==> src/rtl/rr_select_mux.sv <==
// Registered N-to-1 selector: explicit select code or round-robin arbitration.
// Latency: 1 cycle from input transfer to out_data/out_valid; 1 word/cycle throughput.
// Backpressure: in_ready is all zero while the output word is held (out_valid && !out_ready).
module rr_select_mux #(
    parameter int WIDTH  = 5,
    parameter int NUM_IN = 3,
    parameter int SEL_W  = $clog2(NUM_IN)
) (
    input  logic                    clk,
    input  logic                    rst_n,
    input  logic [NUM_IN*WIDTH-1:0] in_data,
    input  logic [NUM_IN-1:0]       in_valid,
    output logic [NUM_IN-1:0]       in_ready,
    input  logic                    mode,
    input  logic [SEL_W-1:0]        sel,
    output logic [WIDTH-1:0]        out_data,
    output logic [SEL_W-1:0]        out_src,
    output logic                    out_valid,
    input  logic                    out_ready,
    output logic                    sel_err
);

    logic [SEL_W-1:0] ptr;
    logic [SEL_W-1:0] gnt_idx;
    logic [SEL_W-1:0] gnt_nxt;
    logic [WIDTH-1:0] gnt_word;
    logic             gnt_vld;
    logic             sel_bad;
    logic             slot_free;
    logic             take;
    int               idx;

    // Grant search; the nested constant-index loops keep every vector select in range.
    always_comb begin
        gnt_vld  = 1'b0;
        gnt_idx  = '0;
        gnt_nxt  = '0;
        gnt_word = '0;
        sel_bad  = 1'b0;
        idx      = 0;
        if (!mode) begin
            sel_bad = (int'(sel) >= NUM_IN);
            for (int i = 0; i < NUM_IN; i++) begin
                if (int'(sel) == i && in_valid[i]) begin
                    gnt_vld  = 1'b1;
                    gnt_idx  = SEL_W'(i);
                    gnt_word = in_data[i*WIDTH +: WIDTH];
                end
            end
        end else begin
            for (int k = 0; k < NUM_IN; k++) begin
                idx = int'(ptr) + k;
                if (idx >= NUM_IN) begin
                    idx = idx - NUM_IN;
                end
                for (int i = 0; i < NUM_IN; i++) begin
                    if (!gnt_vld && i == idx && in_valid[i]) begin
                        gnt_vld  = 1'b1;
                        gnt_idx  = SEL_W'(i);
                        gnt_nxt  = SEL_W'((i + 1) % NUM_IN);
                        gnt_word = in_data[i*WIDTH +: WIDTH];
                    end
                end
            end
        end
    end

    assign slot_free = !out_valid || out_ready;
    assign take      = rst_n && gnt_vld && slot_free;

    always_comb begin
        in_ready = '0;
        for (int i = 0; i < NUM_IN; i++) begin
            in_ready[i] = take && (gnt_idx == SEL_W'(i));
        end
    end

    always_ff @(posedge clk) begin
        if (!rst_n) begin
            out_data  <= '0;
            out_src   <= '0;
            out_valid <= 1'b0;
            ptr       <= '0;
            sel_err   <= 1'b0;
        end else begin
            if (sel_bad) begin
                sel_err <= 1'b1;
            end
            if (take) begin
                out_data  <= gnt_word;
                out_src   <= gnt_idx;
                out_valid <= 1'b1;
                if (mode) begin
                    ptr <= gnt_nxt;
                end
            end else if (out_ready) begin
                out_valid <= 1'b0;
            end
        end
    end

endmodule

==> config.mk <==
export PLATFORM = sky130hd
export DESIGN_NAME = rr_select_mux
export DESIGN_NICKNAME = d
export VERILOG_FILES = /design/src/rtl/rr_select_mux.sv
export SDC_FILE = /design/constraint.sdc
export NUM_CORES = 1
export LEC_CHECK = 0
export CAP_MARGIN = 10
export CORE_MARGIN = 5
export CORE_UTILIZATION = 43
export CTS_CLUSTER_DIAMETER = 60
export DETAILED_ROUTE_END_ITERATION = 7
export PLACE_DENSITY = 0.8
export SLEW_MARGIN = 40
export SYNTH_ARGS = -nofsm -noshare
export SYNTH_HDL_FRONTEND = slang
export SYNTH_SLANG_ARGS = --single-unit
==> constraint.sdc <==
create_clock -name clk -period 3.5 [get_ports clk]
set_clock_uncertainty 0.15 [all_clocks]
set_input_delay 0.875 -clock clk [delete_from_list [all_inputs] [get_ports clk]]
set_output_delay 0.875 -clock clk [all_outputs]
set_load 0.02 [all_outputs]
### Yosys cells after proc, flatten, opt, wreduce, memory -nomap -nowiden

Cells that the tools add are included.

* eq/ne operators: 10
* reductions and logical operators: 42
* $add $sub $neg: 5
* order comparisons: 4
* multiplexer cells: 63

Operators with widths (number)
* $mux 32: 6
* $eq 2x32->1 const A: 3
* $eq 3x32->1 const A: 3
* $logic_not 32->1: 3
* $mux 5: 13
* $mux 2: 17
* $mux 1: 27
* $logic_and 1x1->1: 25
* $logic_not 1->1: 9
* $sub 3x2->4 const B: 2
* $eq 2x2->1 const B: 3
* $ge 3x2->1 const B: 2
* $ge 2x2->1 const B: 2
* $logic_not 2->1: 2
* $add 2x1->3 const B: 1
* $add 2x2->3 const B: 1
* $sub 2x2->3 const B: 1
* $eq 2x1->1 const B: 1
* $reduce_and 2->1: 1
* $reduce_bool 2->1: 1
* $logic_or 1x1->1: 1

* bits of input ports: 24
* output and inout bits: 12
* word-level logic and storage cells: 129
* bits in registers: 11

### Depth between registers and ports, before layout

* depth in word-level cells: 50
* gate-level depth with buffers: 8

### Worst setup path before layout

OpenSTA, ideal clock, no wires.

* kind: input to output
* from: input in_valid[2]
* to: output in_ready[0]
* setup slack: 0.392 ns
* path buffers: 1
* stages on the path: 6
* data required time: 2.475 ns
* data arrival time: 2.083 ns
* cell sequence: buf_2 -> nand2_1 -> o211a_4 -> nor4_2 -> o2111ai_1 -> a21oi_1

* cells in the longest elaborated chain, start to end: 36
* elaborated cells on any way between the ends: 48

Ends and longest elaborated chain
* start: declaration: line 12 `input logic [NUM_IN-1:0] in_valid,`
* $logic_and 1x1->1: line 57 `if (!gnt_vld && i == idx && in_valid[i]) begin`
* $mux 1: line 57
* $mux 1: line 41 `if (!mode) begin`
* $logic_not 1->1: line 57
* $logic_and 1x1->1 (2 in a row): line 57
* $mux 1: line 57
* $mux 1: line 41
* $logic_not 1->1: line 57
* [17 not listed]
* $mux 1: line 57
* $mux 1: line 41
* $logic_not 1->1: line 57
* $logic_and 1x1->1 (2 in a row): line 57
* $mux 1: line 57
* $mux 1: line 41
* $logic_and 1x1->1 (2 in a row): line 69 `assign take = rst_n && gnt_vld && slot_free;`
* $logic_and 1x1->1 (*): line 74 `in_ready[i] = take && (gnt_idx == SEL_W'(i));`
* end: declaration: line 13 `output logic [NUM_IN-1:0] in_ready,`

Mark *: on every way between the ends. The rest lies on a longest branch, timed or not. The select of a mux whose other input is x is not followed.

### Final worst setup path

* from: input sel[1]
* to: output in_ready[2]

* cells in the longest elaborated chain, start to end: 9
* elaborated cells on any way between the ends: 17

Ends and longest elaborated chain
* start: declaration: line 15 `input logic [SEL_W-1:0] sel,`
* $logic_not 2->1: line 44 `if (int'(sel) == i && in_valid[i]) begin`
* $logic_and 1x1->1: line 44
* $mux 1 (3 in a row): line 44
* $mux 1: line 41
* $logic_and 1x1->1 (2 in a row): line 69
* $logic_and 1x1->1 (*): line 74

Mark *: on every way between the ends. The rest lies on a longest branch, timed or not.

==> results.yml <==
outcome:
  status: "finished clean"
sta:
  period_share: 0.9616
  worst_slack_ps: 134.6
  slew_violations: 0
  finalSetupTns_ps: 0
  setup_viol: 0
  max_freq_mhz: 297.1
  tightest_slew_ps: 578.8
  min_period_ps: 3365
  hold_viol: 0
  slew_headroom: 0.6138
  rsz0062_at_grt: "false"
synthesis:
  syn_nets: 153
  synthCells: 127
  synth-warning-count: 0
  ys_seq_elements: 11
  synth_area_per_cell_sq_um: 7.379
  synth_area_sq_um: 937.1
  yosysSeqAreaShare: 0.2350
  ys_types: 36
die:
  start_util: 0.4362
  core-area_sq_mm: 0.002148
  dieArea_sq_mm: 0.003213
  die_w_um: 56.69
  rows: 17
  num_io_pins: 36
  die_y_um: 56.69
detailed_routing:
  avgViaCountPerCell: 5.702
  drt_iter0_drc: 47
  vias: 1226
  first_pass_iters: 4
  drc: 0
  wl_per_cell_um: 15.99
  ant_nets: 0
  wirelength_um: 3437
finish:
  drive_gt1_frac: 0.2460
  seq_area_sq_um: 221.5
  multiInputGateArea_sq_um: 713.2
  n_fill_cell: 180
  final_nets: 214
  stdcell_count: 215
  antennaDiodeCount: 0
  final_cell_mix: "clkdlybuf4s50_1, buf_4, inv_1, nand2_1, dfxtp_1"
  syn_to_final_growth_pct: 67.56
  final_common_cell: "clkdlybuf4s50_1"
hold_path:
  hp-class: "flip-flop to flip-flop"
  hp-start: "out_src[1]"
worst_setup_path:
  path_class: "primary input to primary output"
  path_common_cell: "buf_4"
  r2r-start: "ptr[0]"
  worstSetupStartpointType: "primary input"
  arrival_ps: 2340
  worst-path-max-fanout: 4
  worstPathRequired_ps: 2470
  startpoint: "sel[1]"
  worstSetupEndpointType: "primary output"
  path_cells: "clkdlybuf4s50_1 > buf_4 > buf_4 > nor2_2 > nor2_1 > o2111ai_2 > nor3b_2 > buf_4"
  critPathMaxStageDelay_ps: 510
  crit_slowest_cell: "clkdlybuf4s50_1"
grt:
  grt_usage: 0.2275
  grt_overflow: 0
  grt_max_degree: 15
  grt_pass1_vias: 1331
  grt_pass1_wl_um: 5899
  antenna_found_initial: 0
pwr:
  powerDensity_mw_per_mm2: 293.6
  p_sw_frac: 0.3490
  p_switching_mw: 0.1609
  clkPwrFrac: 0.184
  intPower_mw: 0.3001
  p_leak_nw: 0.7063
  ir_drop_mv: 0.3176
  comb_power_share: 0.498
  pwr-share-seq: 0.318
placed_design:
  dp_hpwl_um: 2635
  port_buffers: 35
  gp_congestion: 0.8401
  dp_slack_ps: -555.4
  placedCellCount: 209
cts:
  h-tree-depth: 1
  clock-sinks: 11
  cts_tree: "built"
  clk_latency_ps: 270
  clkTransAtPathRegs_ps: 70
  cts_root_buffer: "clkbuf_4"
  cts_made_buffers: 3
  clock_path_buffers: 2
run:
  drv_cap: 0
final cells by class:
class                   count  area share
repair buffers             60      0.3371
inverters                  12     0.02869
well taps                  28     0.02231
flip-flops and latches     11      0.1410
multi-input cells         100      0.4542
clock buffers               4     0.01673
per-stage QoR:
step | util | power (mW) | hold WS (ps) | area [sq um]
after floorplan | - | 0.2580 | 303.6 | 937.1
after global placement | 0.6843 | 0.3565 | 309.1 | 1470
after detailed placement | 0.6843 | 0.3621 | 309.9 | 1470
after CTS | 0.7117 | 0.4539 | 326.8 | 1529
after global routing | 0.7309 | 0.4960 | 351.3 | 1570
final | 0.7309 | 0.4610 | 324.8 | 1570
power by group through the flow:
stage                     clock [mW]  combinational [mW]  sequential [mW]
final                         0.0847               0.230            0.147
after global routing          0.0994               0.248            0.149
after CTS                     0.0865               0.221            0.147
after detailed placement           0               0.213            0.149
after global placement             0               0.208            0.148
after floorplan                    0              0.0955            0.163
metal layers:
metal,part of all wire,GRT usage,vias up
met4,0.012,0.03729,0
li1,-,-,596
met3,0.056,0.05747,4
met2,0.50,0.4142,41
met5,0,0,-
met1,0.43,0.2681,585
logic make-up (layout without fill, tap and decap cells):
family                     after synthesis  after routing  synth area share
and+or+nand+nor                         45             45            0.2510
adders and majority gates                2              2           0.02670
buffers and inverters                   16             76           0.07476
DFF                                     11             11            0.2350
muxes                                    2              2           0.02136
AOI/OAI and AO/OA                       51             51            0.3912
state kept, by name, summed over array words and instances, names as in the netlist:
name and count:
out_src 2, out_data 5, sel_err 1, ptr 2
out_valid 1
Yosys cell counts, drive strengths merged:
library cell,instances,area [sq um]
a2bb2oi,5,43.79
nand3b,1,7.510
ha,2,25.02
and2b,1,7.510
and2,2,12.51
dfxtp,11,220.2
or3,5,31.28
a21o,5,37.54
nand2,13,48.80
inv,12,45.04
o221ai,6,52.55
o211ai,1,7.510
o21ba,2,20.02
or2,1,6.260
nand2b,2,12.51
nor4,2,18.77
and3,2,12.51
buf,3,21.27
mux2i,2,20.02
o2111ai,2,17.52
o211a,3,37.54
o22ai,5,31.28
nand3,3,15.01
nor3,2,10.01
o21ai,6,30.03
nor2,10,40.04
a21oi,9,45.04
clkbuf,1,3.750
nor3b,1,12.51
a31oi,7,43.79
final timing paths:
kind,cells after the start,to,slack [ps]
hold / removal,2,out_src[1],320
setup / recovery,8,in_ready[2],130
hold reg to reg,2,out_src[1],320
setup reg to reg,9,out_src[0],1180
what timing repair did:
item	in CTS	in global routing
pin swaps	5	5
hold buffers	0	0
setup endpoints to repair	3	3
resized for setup	20	8
buffers inserted	1	1
worst max-delay path, delay by kind of cell:
kind	cells	cell delay (ps)
AOI/OAI and AO/OA	1	180
buffers and inverters	4	920
and+or+nand+nor	3	360
Note: power is estimated with default switching activity, not from simulation.
